## src/rtl/serial_adder.sv

```systemverilog
// Bit-serial ripple adder: one full-add cell (two half-add stages plus a carry OR)
// processes one bit per cycle, with the result presented on a valid/ready handshake.
module serial_adder #(
   parameter int WIDTH = 8
) (
   input  logic             clk,
   input  logic             rst,
   input  logic             start,
   input  logic [WIDTH-1:0] a,
   input  logic [WIDTH-1:0] b,
   input  logic             cin,
   output logic             busy,
   output logic             out_valid,
   input  logic             out_ready,
   output logic [WIDTH-1:0] sum,
   output logic             cout
);

   localparam int            CW   = $clog2(WIDTH) + 1;
   localparam logic [CW-1:0] LAST = CW'(WIDTH - 1);

   typedef enum logic [1:0] {IDLE, RUN, DONE} state_t;

   state_t           state;
   logic [WIDTH-1:0] a_sr;
   logic [WIDTH-1:0] b_sr;
   logic [WIDTH-1:0] res_sr;
   logic             c;
   logic [CW-1:0]    cnt;

   logic             h1_s;
   logic             h1_c;
   logic             h2_s;
   logic             h2_c;
   logic             c_next;
   logic [WIDTH:0]   res_cat;
   logic [WIDTH-1:0] res_next;

   // Full-add cell on the current LSBs; the new sum bit enters the result MSB.
   // The WIDTH+1 concat keeps the shift legal when WIDTH is 1.
   always_comb begin
      h1_s     = a_sr[0] ^ b_sr[0];
      h1_c     = a_sr[0] & b_sr[0];
      h2_s     = h1_s ^ c;
      h2_c     = h1_s & c;
      c_next   = h1_c | h2_c;
      res_cat  = {h2_s, res_sr};
      res_next = res_cat[WIDTH:1];
   end

   always_ff @(posedge clk) begin
      if (rst) begin
         state     <= IDLE;
         a_sr      <= '0;
         b_sr      <= '0;
         res_sr    <= '0;
         c         <= 1'b0;
         cnt       <= '0;
         sum       <= '0;
         cout      <= 1'b0;
         busy      <= 1'b0;
         out_valid <= 1'b0;
      end else begin
         case (state)
            IDLE: begin
               if (start) begin
                  a_sr   <= a;
                  b_sr   <= b;
                  c      <= cin;
                  res_sr <= '0;
                  cnt    <= '0;
                  busy   <= 1'b1;
                  state  <= RUN;
               end
            end
            RUN: begin
               a_sr   <= a_sr >> 1;
               b_sr   <= b_sr >> 1;
               res_sr <= res_next;
               c      <= c_next;
               cnt    <= cnt + 1'b1;
               if (cnt == LAST) begin
                  sum       <= res_next;
                  cout      <= c_next;
                  out_valid <= 1'b1;
                  state     <= DONE;
               end
            end
            DONE: begin
               if (out_ready) begin
                  out_valid <= 1'b0;
                  busy      <= 1'b0;
                  state     <= IDLE;
               end
            end
            default: begin
               out_valid <= 1'b0;
               busy      <= 1'b0;
               state     <= IDLE;
            end
         endcase
      end
   end

endmodule

```

## config.mk

```make
export PLATFORM = sky130hd
export DESIGN_NAME = serial_adder
export DESIGN_NICKNAME = d
export VERILOG_FILES = /design/src/rtl/serial_adder.sv
export SDC_FILE = /design/constraint.sdc
export NUM_CORES = 1
export LEC_CHECK = 0
export CAP_MARGIN = 5
export CORE_ASPECT_RATIO = 0.6
export CORE_MARGIN = 4
export CORE_UTILIZATION = 40
export DETAILED_ROUTE_END_ITERATION = 8
export PLACE_DENSITY_LB_ADDON = 0.15
export SKIP_CTS_REPAIR_TIMING = 1
export SLEW_MARGIN = 10
export SYNTH_ARGS = -nofsm -noshare
export SYNTH_HDL_FRONTEND = slang
export SYNTH_SLANG_ARGS = --single-unit
export TNS_END_PERCENT = 5
```

## constraint.sdc

```tcl
create_clock -name clk -period 2.76 [get_ports clk]
set_clock_uncertainty 0.1 [all_clocks]
set_input_delay 0.69 -clock clk [delete_from_list [all_inputs] [get_ports clk]]
set_output_delay 0.69 -clock clk [all_outputs]
set_load 0.01 [all_outputs]
```

==> results of run 1 <==
[layer usage]
metal / up-vias / track usage
li1: 742 / -
met1: 683 / 0.229
met2: 21 / 0.221
met3: 2 / 0.0409
met4: 0 / 0.0444
met5: - / 0
[path summary, 6_finish.rpt]
kind,start,endpoint,cells after the start,slack (ns)
worst max-delay path,start,b_sr[4],4,0.73
worst min-delay path,sum[2],sum[2],2,0.36
worst max register to register,state[0],cnt[0],4,1.00
worst min register to register,sum[2],sum[2],2,0.36
[report_power, final]
part	leakage, nW	internal (mW)	switching, mW	total, mW
logic	0.346	0.0667	0.0675	0.134
registers	0.335	0.619	0.0191	0.638
clock network	0.0443	0.199	0.196	0.394
[metrics by stage]
stage | power, mW | cells | utilization | hold WS [ns] | cell area, sq um
final | 1.17 | 280 | 0.520 | 0.357 | 2130
after global routing | 1.22 | 280 | 0.520 | 0.389 | 2130
after CTS | 1.18 | 280 | 0.520 | 0.359 | 2130
after detailed placement | 0.786 | 273 | 0.499 | 0.346 | 2050
after global placement | 0.782 | 273 | 0.499 | 0.344 | 2050
after floorplan | 0.731 | 192 | - | 0.332 | 1700
[registers in the layout (all words and copies together), names as in the netlist]
signal and flops:
a_sr 8, b_sr 8, sum 8, res_sr 7
cnt 4, state 2, busy 1, c 1
cout 1, out_valid 1
[worst reg2reg max path: cells and delay by family, from the launching register on]
kind	cells	cell delay [ns]
simple gates	2	0.60
buf+inv	1	0.27
flops	1	0.50
compound gates	1	0.21
[kinds of logic after synthesis]
family	count (synthesis)
fa+ha+maj	2
compound gates	66
simple gates	56
mux	9
flops	41
buf+inv	18
[final cells by class]
cell class	instances	area [sq um]
fill	396	1970
sequential	41	821
tap	60	75.1
clock buffer	7	86.3
timing repair buffer	36	348
multi-input combinational	133	790
inverter	3	13.8
[synth_stat cells (all sizes together)]
cell | n | area, sq um
o31ai | 1 | 7.51
o21ba | 1 | 10.0
buf | 8 | 47.5
o32a | 1 | 10.0
clkbuf | 7 | 26.3
nor2 | 19 | 71.3
nand2b | 1 | 6.26
nor3 | 2 | 10.0
inv | 2 | 10.0
mux2i | 9 | 90.1
a22oi | 8 | 60.1
fa | 1 | 20.0
nand3 | 4 | 20.0
a211oi | 1 | 7.51
o22ai | 6 | 37.5
o21ai | 16 | 80.1
o21a | 1 | 7.51
nor2b | 3 | 18.8
a21oi | 18 | 90.1
nor3b | 1 | 7.51
clkinv | 1 | 3.75
o21bai | 1 | 7.51
a31oi | 2 | 12.5
nand2 | 24 | 90.1
or4 | 1 | 7.51
o2bb2ai | 9 | 78.8
nor4b | 1 | 15.0
dfxtp | 41 | 821
ha | 1 | 12.5
o221a | 1 | 11.3
==> metrics.yaml, run 1 <==
status: "completed"
wl_met3_um: 113
clk_latency_ns: 0.28
synthSimpleGateAreaFrac: 0.145
wl_met1_um: 2030
pin_count: 32
grt_pass1_wl_um: 6730
initial_utilization: 0.414
tightest_slew_ns: 0.636
routed.top_layer: "met4"
hold_viol: 0
synthToLayoutAreaGrowth_pct: 25.6
synth.area.mux_share: 0.0531
period_needed_ns: 2.03
cts_root_buffer: "clkbuf_8"
max_freq_mhz: 491
layout_common_cells: "41 x dfxtp_1, 31 x clkdlybuf4s50_1, 24 x nand2_1"
path_clk_slew_ns: 0.08
synthesis.area_sq_mm: 0.00170
cp.required_ns: 2.87
placeableCoreArea_sq_mm: 0.00410
die_x_um: 92.1
num_antenna_cells: 0
syn-num-nets: 215
layout-drive-gt1-share: 0.0682
grt_max_degree: 37
maxSlewViolCount: 0
via_per_inst: 5.17
drcViolationCount: 0
path_cells: "clkdlybuf4s50_1 > o21ba_2 > o21ai_0 > a21oi_1"
layout_commonest_cell: "dfxtp_1"
vdd_ir_drop_max_mv: 0.247
drtPass1Iterations: 4
hpwl_um: 2560
via_count: 1448
critPathTopFamily: "buffers and inverters"
netlist_instances: 192
drv_cap: 0
slowest_delay_ns: 0.78
start_kind: "primary input"
preCtsSetupSlack_ns: 0.460
cts_tree: "yes"
die-area_sq_mm: 0.00539
crit_fanout: 16
cts_buffers: 5
synth_top_family_by_area: "compound AO/OA/AOI/OAI gates"
slew_headroom: 0.576
postRouteAntennaNets: 0
die-height_um: 58.5
track_usage: 0.155
setup_viol: 0
first_global_vias: 1409
ys_ff_latch: 41
powerDensity_mw_per_mm2: 547
htreeDepth: 2
synth_compound_area_frac: 0.248
wl_met2_um: 1600
drt_iter0_markers: 62
synthAdderAreaFrac: 0.0192
routedWlPerCell_um: 13.5
rsz0062_at_grt: "false"
worst-setup-path-type: "primary input to flop"
power.leakage_nw: 0.726
crit_slowest_cell: "clkdlybuf4s50_1"
cp.buffers_inverters: 1
hold_path.class: "flop to flop"
nets: 243
yosysWarnings: 0
yosysSeqAreaShare: 0.483
routed_wl_um: 3770
crit_arrival_ns: 2.15
syn_area_per_cell_sq_um: 8.84
io_buffers: 31
clk_path_buf_depth: 2
clock-sinks: 41
antenna_found_initial: 0
period_share: 0.737
yosys.area_share.xor_xnor: 0
critPathCaptureType: "flop"
final.setup.tns_ns: 0
gp_congestion: 0.752
rows: 18
worst_slack_ns: 0.725
ys_types: 34
grt_overflow: 0
Power figures use the tool's default switching activity.
==> inputs of run 2 (changes only) <==
==> constraint.sdc (replaced) <==
create_clock -name clk -period 1.7 [get_ports clk]
set_clock_uncertainty 0.1 [all_clocks]
set_input_delay 0.425 -clock clk [delete_from_list [all_inputs] [get_ports clk]]
set_output_delay 0.425 -clock clk [all_outputs]
set_load 0.01 [all_outputs]
==> metrics.yaml, run 2 (synthesis results as in run 1) <==
nets: 249  # was 243
maxSlewViolCount: 0  # unchanged
first_global_vias: 1557  # was 1,409
rsz0062_at_grt: "false"  # unchanged
placeableCoreArea_sq_mm: 0.00410  # unchanged
slew_headroom: 0.754  # was 0.576
rows: 18  # unchanged
worst_slack_ns: 0.0973  # was 0.725 ns
max_freq_mhz: 624
die-height_um: 58.5  # unchanged
initial_utilization: 0.414  # unchanged
layout_common_cells: "41 x dfxtp_1, 24 x nand2_1, 20 x clkdlybuf4s50_1"  # was 41 x dfxtp_1, 31 x clkdlybuf4s50_1, 24 x nand2_1
final.setup.tns_ns: 0  # unchanged
grt_pass1_wl_um: 7030  # was 6730 um
preCtsSetupSlack_ns: -0.0915  # was 0.460 ns
path_clk_slew_ns: 0.08  # about the same
comb_power_share: 0.127  # was 0.115
drcViolationCount: 0  # unchanged
p_total_mw: 1.92  # was 1.17 mW
layout-drive-gt1-share: 0.0973  # was 0.0682
io_buffers: 31  # unchanged
swShare: 0.245  # was 0.242
num_antenna_cells: 0  # unchanged
powerDensity_mw_per_mm2: 856  # was 547 mW/mm^2
die_x_um: 92.1  # unchanged
utilization: 0.547  # was 0.520
grt_max_degree: 29  # was 37
drt_iter0_markers: 70  # was 62
p_int_mw: 1.45  # was 885 uW
track_usage: 0.164  # was 0.155
pin_count: 32  # unchanged
critPathCaptureType: "flop"  # unchanged
cts_buffers: 5  # unchanged
layout_commonest_cell: "dfxtp_1"  # unchanged
crit_arrival_ns: 1.72  # was 2.15 ns
hpwl_um: 2890  # was 2560 um
drv_cap: 0  # unchanged
cts_root_buffer: "clkbuf_8"  # unchanged
via_per_inst: 5.30  # was 5.17
crit_fanout: 9  # was 16
power.leakage_nw: 0.963  # was 0.726 nW
final-seq-area_sq_um: 821  # unchanged
grt_overflow: 0  # unchanged
start_kind: "flop"  # was primary input
vdd_ir_drop_max_mv: 0.475  # was 0.247 mV
period_needed_ns: 1.60
clock-sinks: 41  # unchanged
clkPwrFrac: 0.335  # was 0.338
die-area_sq_mm: 0.00539  # unchanged
p_seq_frac: 0.538  # was 0.547
post-route-cell-area_sq_mm: 0.00224  # was 0.00213 sq mm
worst-setup-path-type: "flop to flop"  # was primary input to flop
p_sw_uw: 470  # was 282 uW
final_cells: 286  # was 280
status: "completed"  # unchanged
cp.required_ns: 1.82  # was 2.87 ns
n_fill_cell: 376  # was 396
htreeDepth: 2  # unchanged
multi_input_area_sq_um: 798  # was 790 sq um
via_count: 1517  # was 1,448
cts_tree: "yes"  # unchanged
antenna_found_initial: 0  # unchanged
clk_path_buf_depth: 2  # unchanged
largest_registers: "a_sr x8, b_sr x8, sum x8"  # unchanged
drtPass1Iterations: 4  # unchanged
tightest_slew_ns: 0.368  # was 0.636 ns
holdWs_ns: 0.353  # was 0.357 ns
routed_wl_um: 4180  # was 3770 um
hold_viol: 0  # unchanged
clk_latency_ns: 0.29  # was 0.28 ns
setup_viol: 0  # unchanged
postRouteAntennaNets: 0  # unchanged
gp_congestion: 0.751  # was 0.752
postPlaceCellArea_sq_mm: 0.00212  # was 0.00205 sq mm
period_share: 0.943
routedWlPerCell_um: 14.6  # was 13.5 um
dp_cells: 279  # was 273
synthToLayoutAreaGrowth_pct: 32.1  # was 25.6%
hold_path.class: "flop to flop"  # unchanged
[run 2: power groups by stage]
stage | combinational, mW | sequential [mW] | clock, mW
3_5_place_dp | 0.245 | 1.05 | 0
5_1_grt | 0.270 | 1.04 | 0.705
6_report | 0.244 | 1.03 | 0.643
3_3_place_gp | 0.236 | 1.05 | 0
2_1_floorplan | 0.139 | 1.05 | 0
4_1_cts | 0.245 | 1.03 | 0.664
[run 2: critical path: stages (launching register included)]
cell and delay (ns):
dfxtp_1 0.39, ha_1 0.26, nor4b_4 0.30, buf_4 0.27
mux2i_1 0.22
[run 2: final cells by class]
cell class,instances,area share
flip-flops and latches,41,0.366
multi-input cells,133,0.356
repair buffers,42,0.199
clock buffers,6,0.0368
well taps,60,0.0335
inverters,3,0.00613
clock inverters,1,0.00335
[run 2: routing by layer]
metal / wire length (um) / track usage / part of all wire / vias to the layer above
met5: 0 / 0 / 0 / -
met1: 2030 / 0.208 / 0.49 / 719
li1: - / - / - / 747
met4: 51 / 0.0740 / 0.012 / 0
met2: 1920 / 0.262 / 0.46 / 42
met3: 182 / 0.0473 / 0.044 / 9
[run 2: path summary, 6_finish.rpt]
| check | endpoint | slack [ns] | depth (start not counted) | from |
|---|---|---|---|---|
| setup / recovery | sum[7] | 0.1 | 4 | cnt[0] |
| hold / removal | sum[0] | 0.35 | 2 | sum[0] |
| setup reg to reg | sum[7] | 0.1 | 4 | cnt[0] |
| hold reg to reg | sum[0] | 0.35 | 2 | sum[0] |
